## src/rtl/ml_l3_ir_decoder.sv

```systemverilog
// Nikon ML-L3 IR frame decoder: synchronizes and glitch-filters a demodulated IR
// receiver output, times each mark/space against tolerance windows and strobes shot or frame_err.
module ml_l3_ir_decoder #(
  parameter bit IR_ACTIVE_LOW = 1'b1,
  parameter int FILT_CYC      = 500,
  parameter int TOL_PCT       = 25,
  parameter int NOM_M1        = 100000,
  parameter int NOM_S1        = 1400000,
  parameter int NOM_M2        = 20000,
  parameter int NOM_S2        = 79000,
  parameter int NOM_M3        = 20000,
  parameter int NOM_S3        = 179000,
  parameter int NOM_M4        = 20000
) (
  input  logic       clk_50M,
  input  logic       rst,
  input  logic       ir_in,
  output logic       shot,
  output logic       frame_err,
  output logic [2:0] err_seg,
  output logic [7:0] frame_cnt,
  output logic       busy
);

  function automatic int max2(input int a, input int b);
    return (a > b) ? a : b;
  endfunction

  localparam int MIN_M1 = NOM_M1 - NOM_M1 * TOL_PCT / 100;
  localparam int MAX_M1 = NOM_M1 + NOM_M1 * TOL_PCT / 100;
  localparam int MIN_S1 = NOM_S1 - NOM_S1 * TOL_PCT / 100;
  localparam int MAX_S1 = NOM_S1 + NOM_S1 * TOL_PCT / 100;
  localparam int MIN_M2 = NOM_M2 - NOM_M2 * TOL_PCT / 100;
  localparam int MAX_M2 = NOM_M2 + NOM_M2 * TOL_PCT / 100;
  localparam int MIN_S2 = NOM_S2 - NOM_S2 * TOL_PCT / 100;
  localparam int MAX_S2 = NOM_S2 + NOM_S2 * TOL_PCT / 100;
  localparam int MIN_M3 = NOM_M3 - NOM_M3 * TOL_PCT / 100;
  localparam int MAX_M3 = NOM_M3 + NOM_M3 * TOL_PCT / 100;
  localparam int MIN_S3 = NOM_S3 - NOM_S3 * TOL_PCT / 100;
  localparam int MAX_S3 = NOM_S3 + NOM_S3 * TOL_PCT / 100;
  localparam int MIN_M4 = NOM_M4 - NOM_M4 * TOL_PCT / 100;
  localparam int MAX_M4 = NOM_M4 + NOM_M4 * TOL_PCT / 100;

  localparam int MAX_ALL = max2(max2(max2(MAX_M1, MAX_S1), max2(MAX_M2, MAX_S2)),
                                max2(max2(MAX_M3, MAX_S3), MAX_M4));
  // Counter must reach MAX+1 to detect a timeout, never below 21 bits.
  localparam int SEG_W = max2(21, $clog2(MAX_ALL + 2));
  localparam logic [SEG_W-1:0] SEG_SAT = '1;
  localparam int FC_W = max2(1, $clog2(FILT_CYC));

  // State encoding doubles as the segment index reported on err_seg.
  typedef enum logic [2:0] {
    ST_IDLE = 3'd0,
    ST_M1   = 3'd1,
    ST_S1   = 3'd2,
    ST_M2   = 3'd3,
    ST_S2   = 3'd4,
    ST_M3   = 3'd5,
    ST_S3   = 3'd6,
    ST_M4   = 3'd7
  } state_t;

  logic             r_sync1, r_sync2;
  logic             r_ir_f, r_ir_f_d;
  logic [FC_W-1:0]  r_filt_cnt;
  logic [SEG_W-1:0] r_seg_cnt;
  state_t           r_state;
  logic             r_shot, r_frame_err, r_busy;
  logic [2:0]       r_err_seg;
  logic [7:0]       r_frame_cnt;

  logic             w_mark, w_diff, w_flip, w_edge, w_rise, w_len_ok;
  logic [SEG_W-1:0] w_seg_min, w_seg_max;
  state_t           w_state_nxt;
  logic             w_shot_nxt, w_err_nxt;

  assign w_mark = IR_ACTIVE_LOW ? ~r_sync2 : r_sync2;
  assign w_diff = w_mark ^ r_ir_f;
  assign w_flip = w_diff && (r_filt_cnt == FC_W'(FILT_CYC - 1));
  assign w_edge = r_ir_f ^ r_ir_f_d;
  assign w_rise = r_ir_f & ~r_ir_f_d;

  // NOTE: sequential state uses non-blocking assignments so every flop samples pre-edge values.
  always_ff @(posedge clk_50M) begin
    if (rst) begin
      r_sync1    <= IR_ACTIVE_LOW;
      r_sync2    <= IR_ACTIVE_LOW;
      r_ir_f     <= 1'b0;
      r_ir_f_d   <= 1'b0;
      r_filt_cnt <= '0;
      r_seg_cnt  <= '0;
    end else begin
      r_sync1  <= ir_in;
      r_sync2  <= r_sync1;
      r_ir_f_d <= r_ir_f;
      if (!w_diff) begin
        r_filt_cnt <= '0;
      end else if (w_flip) begin
        r_filt_cnt <= '0;
        r_ir_f     <= ~r_ir_f;
      end else begin
        r_filt_cnt <= r_filt_cnt + FC_W'(1);
      end
      if (w_edge)
        r_seg_cnt <= SEG_W'(1);
      else if (r_seg_cnt != SEG_SAT)
        r_seg_cnt <= r_seg_cnt + SEG_W'(1);
    end
  end

  // NOTE: every always_comb output gets a default first so no path infers a latch.
  always_comb begin
    w_seg_min = '0;
    w_seg_max = SEG_SAT;
    case (r_state)
      ST_M1:   begin w_seg_min = SEG_W'(MIN_M1); w_seg_max = SEG_W'(MAX_M1); end
      ST_S1:   begin w_seg_min = SEG_W'(MIN_S1); w_seg_max = SEG_W'(MAX_S1); end
      ST_M2:   begin w_seg_min = SEG_W'(MIN_M2); w_seg_max = SEG_W'(MAX_M2); end
      ST_S2:   begin w_seg_min = SEG_W'(MIN_S2); w_seg_max = SEG_W'(MAX_S2); end
      ST_M3:   begin w_seg_min = SEG_W'(MIN_M3); w_seg_max = SEG_W'(MAX_M3); end
      ST_S3:   begin w_seg_min = SEG_W'(MIN_S3); w_seg_max = SEG_W'(MAX_S3); end
      ST_M4:   begin w_seg_min = SEG_W'(MIN_M4); w_seg_max = SEG_W'(MAX_M4); end
      default: ;
    endcase
  end

  assign w_len_ok = (r_seg_cnt >= w_seg_min) && (r_seg_cnt <= w_seg_max);

  always_comb begin
    w_state_nxt = r_state;
    w_shot_nxt  = 1'b0;
    w_err_nxt   = 1'b0;
    if (r_state == ST_IDLE) begin
      if (w_rise)
        w_state_nxt = ST_M1;
    end else if (w_edge) begin
      if (w_len_ok) begin
        w_shot_nxt  = (r_state == ST_M4);
        w_state_nxt = (r_state == ST_M4) ? ST_IDLE : state_t'(r_state + 3'd1);
      end else begin
        // A bad space ends on a rising edge, which is itself a fresh M1 start.
        w_err_nxt   = 1'b1;
        w_state_nxt = w_rise ? ST_M1 : ST_IDLE;
      end
    end else if (r_seg_cnt > w_seg_max) begin
      w_err_nxt   = 1'b1;
      w_state_nxt = ST_IDLE;
    end
  end

  always_ff @(posedge clk_50M) begin
    if (rst) begin
      r_state     <= ST_IDLE;
      r_shot      <= 1'b0;
      r_frame_err <= 1'b0;
      r_err_seg   <= 3'd0;
      r_frame_cnt <= 8'd0;
      r_busy      <= 1'b0;
    end else begin
      r_state     <= w_state_nxt;
      r_shot      <= w_shot_nxt;
      r_frame_err <= w_err_nxt;
      r_busy      <= (w_state_nxt != ST_IDLE);
      if (w_err_nxt)
        r_err_seg <= r_state;
      if (w_shot_nxt)
        r_frame_cnt <= r_frame_cnt + 8'd1;
    end
  end

  assign shot      = r_shot;
  assign frame_err = r_frame_err;
  assign err_seg   = r_err_seg;
  assign frame_cnt = r_frame_cnt;
  assign busy      = r_busy;

endmodule

```

## config.mk

```make
export PLATFORM = sky130hd
export DESIGN_NAME = ml_l3_ir_decoder
export DESIGN_NICKNAME = d
export VERILOG_FILES = /design/src/rtl/ml_l3_ir_decoder.sv
export SDC_FILE = /design/constraint.sdc
export NUM_CORES = 1
export LEC_CHECK = 0
export CAP_MARGIN = 10
export CORE_MARGIN = 2
export CORE_UTILIZATION = 40
export CTS_CLUSTER_SIZE = 10
export DETAILED_ROUTE_END_ITERATION = 6
export DONT_BUFFER_PORTS = 1
export SKIP_LAST_GASP = 1
export SLEW_MARGIN = 20
export SYNTH_ARGS = -nofsm -noshare
export SYNTH_HDL_FRONTEND = slang
export SYNTH_SLANG_ARGS = --single-unit
```

## constraint.sdc

```tcl
create_clock -name clk_50M -period 4.2 [get_ports clk_50M]
set_input_delay 0.84 -clock clk_50M [delete_from_list [all_inputs] [get_ports clk_50M]]
set_output_delay 0.84 -clock clk_50M [all_outputs]
set_load 0.03 [all_outputs]
```

==> metrics.txt <==
outcome finished clean; CP startpoint kind flop; initial antenna violation count 0; final setup fails 0; leakage power 1.474 nW; DRC errors left 0; Pwr Density 225.8 nW/um2; ANT nets after route 0; WP data arrival 4.08 ns; max_cap viols 0; total grt overflow 0; crit path capture type flop; CTS tree done; Period minus WS final 3.837 ns; number of enable flip-flop cells after synthesis 0; final wirelength 7.652 mm; Core ar. 8134 um2; Post-Syn Nets 447; Avg Synthesized Cell Area 8.340 um2; Ant. Diodes 0; Syn Std Cell Area 3319 um2; setup repair bufs after CTS 0; Final Slew Violations 0; register bit total from synthesis 51; drt pass-1 iters 4; Area Growth Syn to Fin 8.519%; actual slew at the worst max-slew pin 0.6837 ns; Initial Utilization 0.4081; TritonCTS Buffers 5; FP Rows 33; RSZ-0062 raised after global routing false; Reg clk slew, reported paths 0.10 ns; worst min path class reg -> reg; Slew headroom 0.5431; Ys Warns 0; Post-synth top flop dfxtp_1; WS Path Type reg -> reg; Final nets 455; Die H 95.10 um; crit path cell chain inv_1, ha_1, buf_4, nor3_2, nand2_1, inv_2, nor2_2, ha_1, nand4_1, a2111oi_0, o31ai_1, o211ai_2, a21oi_4, nand4_4, or3_1, a21oi_1; CP top delay family simple AND/OR/NAND/NOR gates; post-DR wirelength/cell 14.95 um; number of distinct library cells after synthesis 53; Worst path slowest cell dfxtp_1; ys async rst share 0; die area 9043 um2; Hold Slack 0.4342 ns; Fin. Hold Viols 0; CTS max path bufs 2; Switch Pwr 0.1977 mW; post-route setup slack 0.3634 ns; CP peak stage delay 0.47 ns; fmax 0.2606 GHz; Gate power share 0.024; Clock power frac 0.371; Tot GR Track Use 0.1861; final core occ 0.4429; Syn Inst Count 398; vias in the first global route 2728; clk_lat worst skew 0.31 ns; clock skew 0.005127 ns; CP max FO 8; sequential fraction of the synthesis area 0.3076; CP dominant cell by count ha_1; post-layout power 0.8135 mW; IO Pins 17; sequential power share 0.604; routed vias 2792; first-pass GRT wire length 13.22 mm; largest net degree at the start of global routing 22; Final Wtd Congestion 0.9237; hpwl dp 5.990 mm; CP bufs+invs 3; layout cells sized above 1 0.08845; final setup TNS 0 ns; Post-Place Setup Slack -0.06167 ns; Internal 0.6158 mW; port bufs 0; sw frac 0.2431; worst path required time 4.45 ns; DIE WIDTH 95.10 um; Sink Count 51; Worst VDD drop 0.1534 mV; root buf cell clkbuf_8; Vias/cell 5.453; DR iter-0 viols 80; Tcrit/Tclk final 0.9135; H-tree depth 2
worst paths after layout:
path	from	end	slack (ns)	depth (start not counted)
worst max-delay path	r_state[0]	frame_cnt[7]	0.36	16
worst min-delay path	r_sync1	r_sync2	0.43	1
worst max register to register	r_state[0]	frame_cnt[7]	0.36	16
worst min register to register	r_sync1	r_sync2	0.43	1
cell usage after synthesis, drive strengths merged (4+ instances only):
cell / instances / area, um2
nor4: 4 / 31.28
nand2: 34 / 127.6
clkbuf: 7 / 26.28
ha: 46 / 575.6
and2: 5 / 32.53
or2: 4 / 25.02
nor3: 14 / 70.07
nor2: 52 / 195.2
inv: 17 / 63.81
or3: 12 / 75.07
a211oi: 5 / 37.54
xor2: 16 / 140.1
nand4: 15 / 108.9
xnor2: 6 / 52.55
o21ai: 20 / 100.1
nor2b: 8 / 50.05
dfxtp: 51 / 1021
mux2i: 4 / 40.04
a21oi: 28 / 155.2
nand3: 12 / 65.06
placed cells by master, fill, tap and decap left out, drive strengths merged, types with 2 or more instances in the layout:
cell type	count
o21ai	20
xor2	16
or2	4
and2	5
nor2	52
a21boi	2
a211oi	5
o211ai	2
mux2i	4
or3	12
nor3	14
nand4	15
nand2b	3
dfxtp	51
clkbuf	5
nor4	4
buf	8
and4	3
a221oi	2
inv	18
xnor2	6
a21o	2
nor2b	8
nand3	12
o31ai	3
a21oi	28
o311ai	2
ha	46
and3	3
nand2	34
nand3b	2
cell type report:
type / instances / area, um2
Fill cell: 804 / 4532
Clock buffer: 5 / 68.82
Tap cell: 105 / 131.4
Sequential cell: 51 / 1022
Multi-Input combinational cell: 323 / 2232
Timing Repair Buffer: 8 / 60.06
Inverter: 17 / 63.81
Clock inverter: 3 / 23.77
metal layers:
layer,vias to the layer above,routed length [um],global-route usage
met4,0,53,0.03865
met2,39,3631,0.3222
met5,-,0,0
met3,5,242,0.03083
met1,1299,3725,0.2435
li1,1449,-,-
per-stage QoR:
| stage | cell area [um2] | std cells |
|---|---|---|
| after CTS | 3586 | 512 |
| after global routing | 3602 | 512 |
| final | 3602 | 512 |
| after global placement | 3485 | 504 |
| after detailed placement | 3485 | 504 |
| after floorplan | 3319 | 398 |
registers in the layout (all words and copies together), names as in the netlist:
signal and flops:
r_seg_cnt 21, r_filt_cnt 9, frame_cnt 8, err_seg 3, r_state 3, busy 1, frame_err 1, r_ir_f 1
r_ir_f_d 1, r_sync1 1, r_sync2 1, shot 1
timing repair:
| action | CTS | global route |
|---|---|---|
| resized for setup | 2 | 6 |
| pin swaps | 1 | 0 |
| endpoints found under the setup margin | 5 | 16 |
| hold buffers | 0 | 0 |
| hold endpoints to repair | 0 | 0 |
kinds of logic after synthesis:
kind of cell               count (synthesis)  share of synthesized area
AOI/OAI and AO/OA                         76                     0.1466
DFF                                       51                     0.3076
muxes                                      4                    0.01206
buffers and inverters                     24                    0.02714
xor gates and xnor gates                  22                    0.05805
adders and majority gates                 46                     0.1734
and+or+nand+nor                          175                     0.2752
power by group through the flow:
stage / clock, mW / sequential [mW] / combinational, mW
CTS: 0.314 / 0.492 / 0.0201
detailed placement: 0 / 0.503 / 0.0201
global route: 0.338 / 0.493 / 0.0230
floorplan: 0 / 0.501 / 0.0180
finish: 0.302 / 0.492 / 0.0199
global placement: 0 / 0.503 / 0.0195
Note: power is estimated with default switching activity, not from simulation.
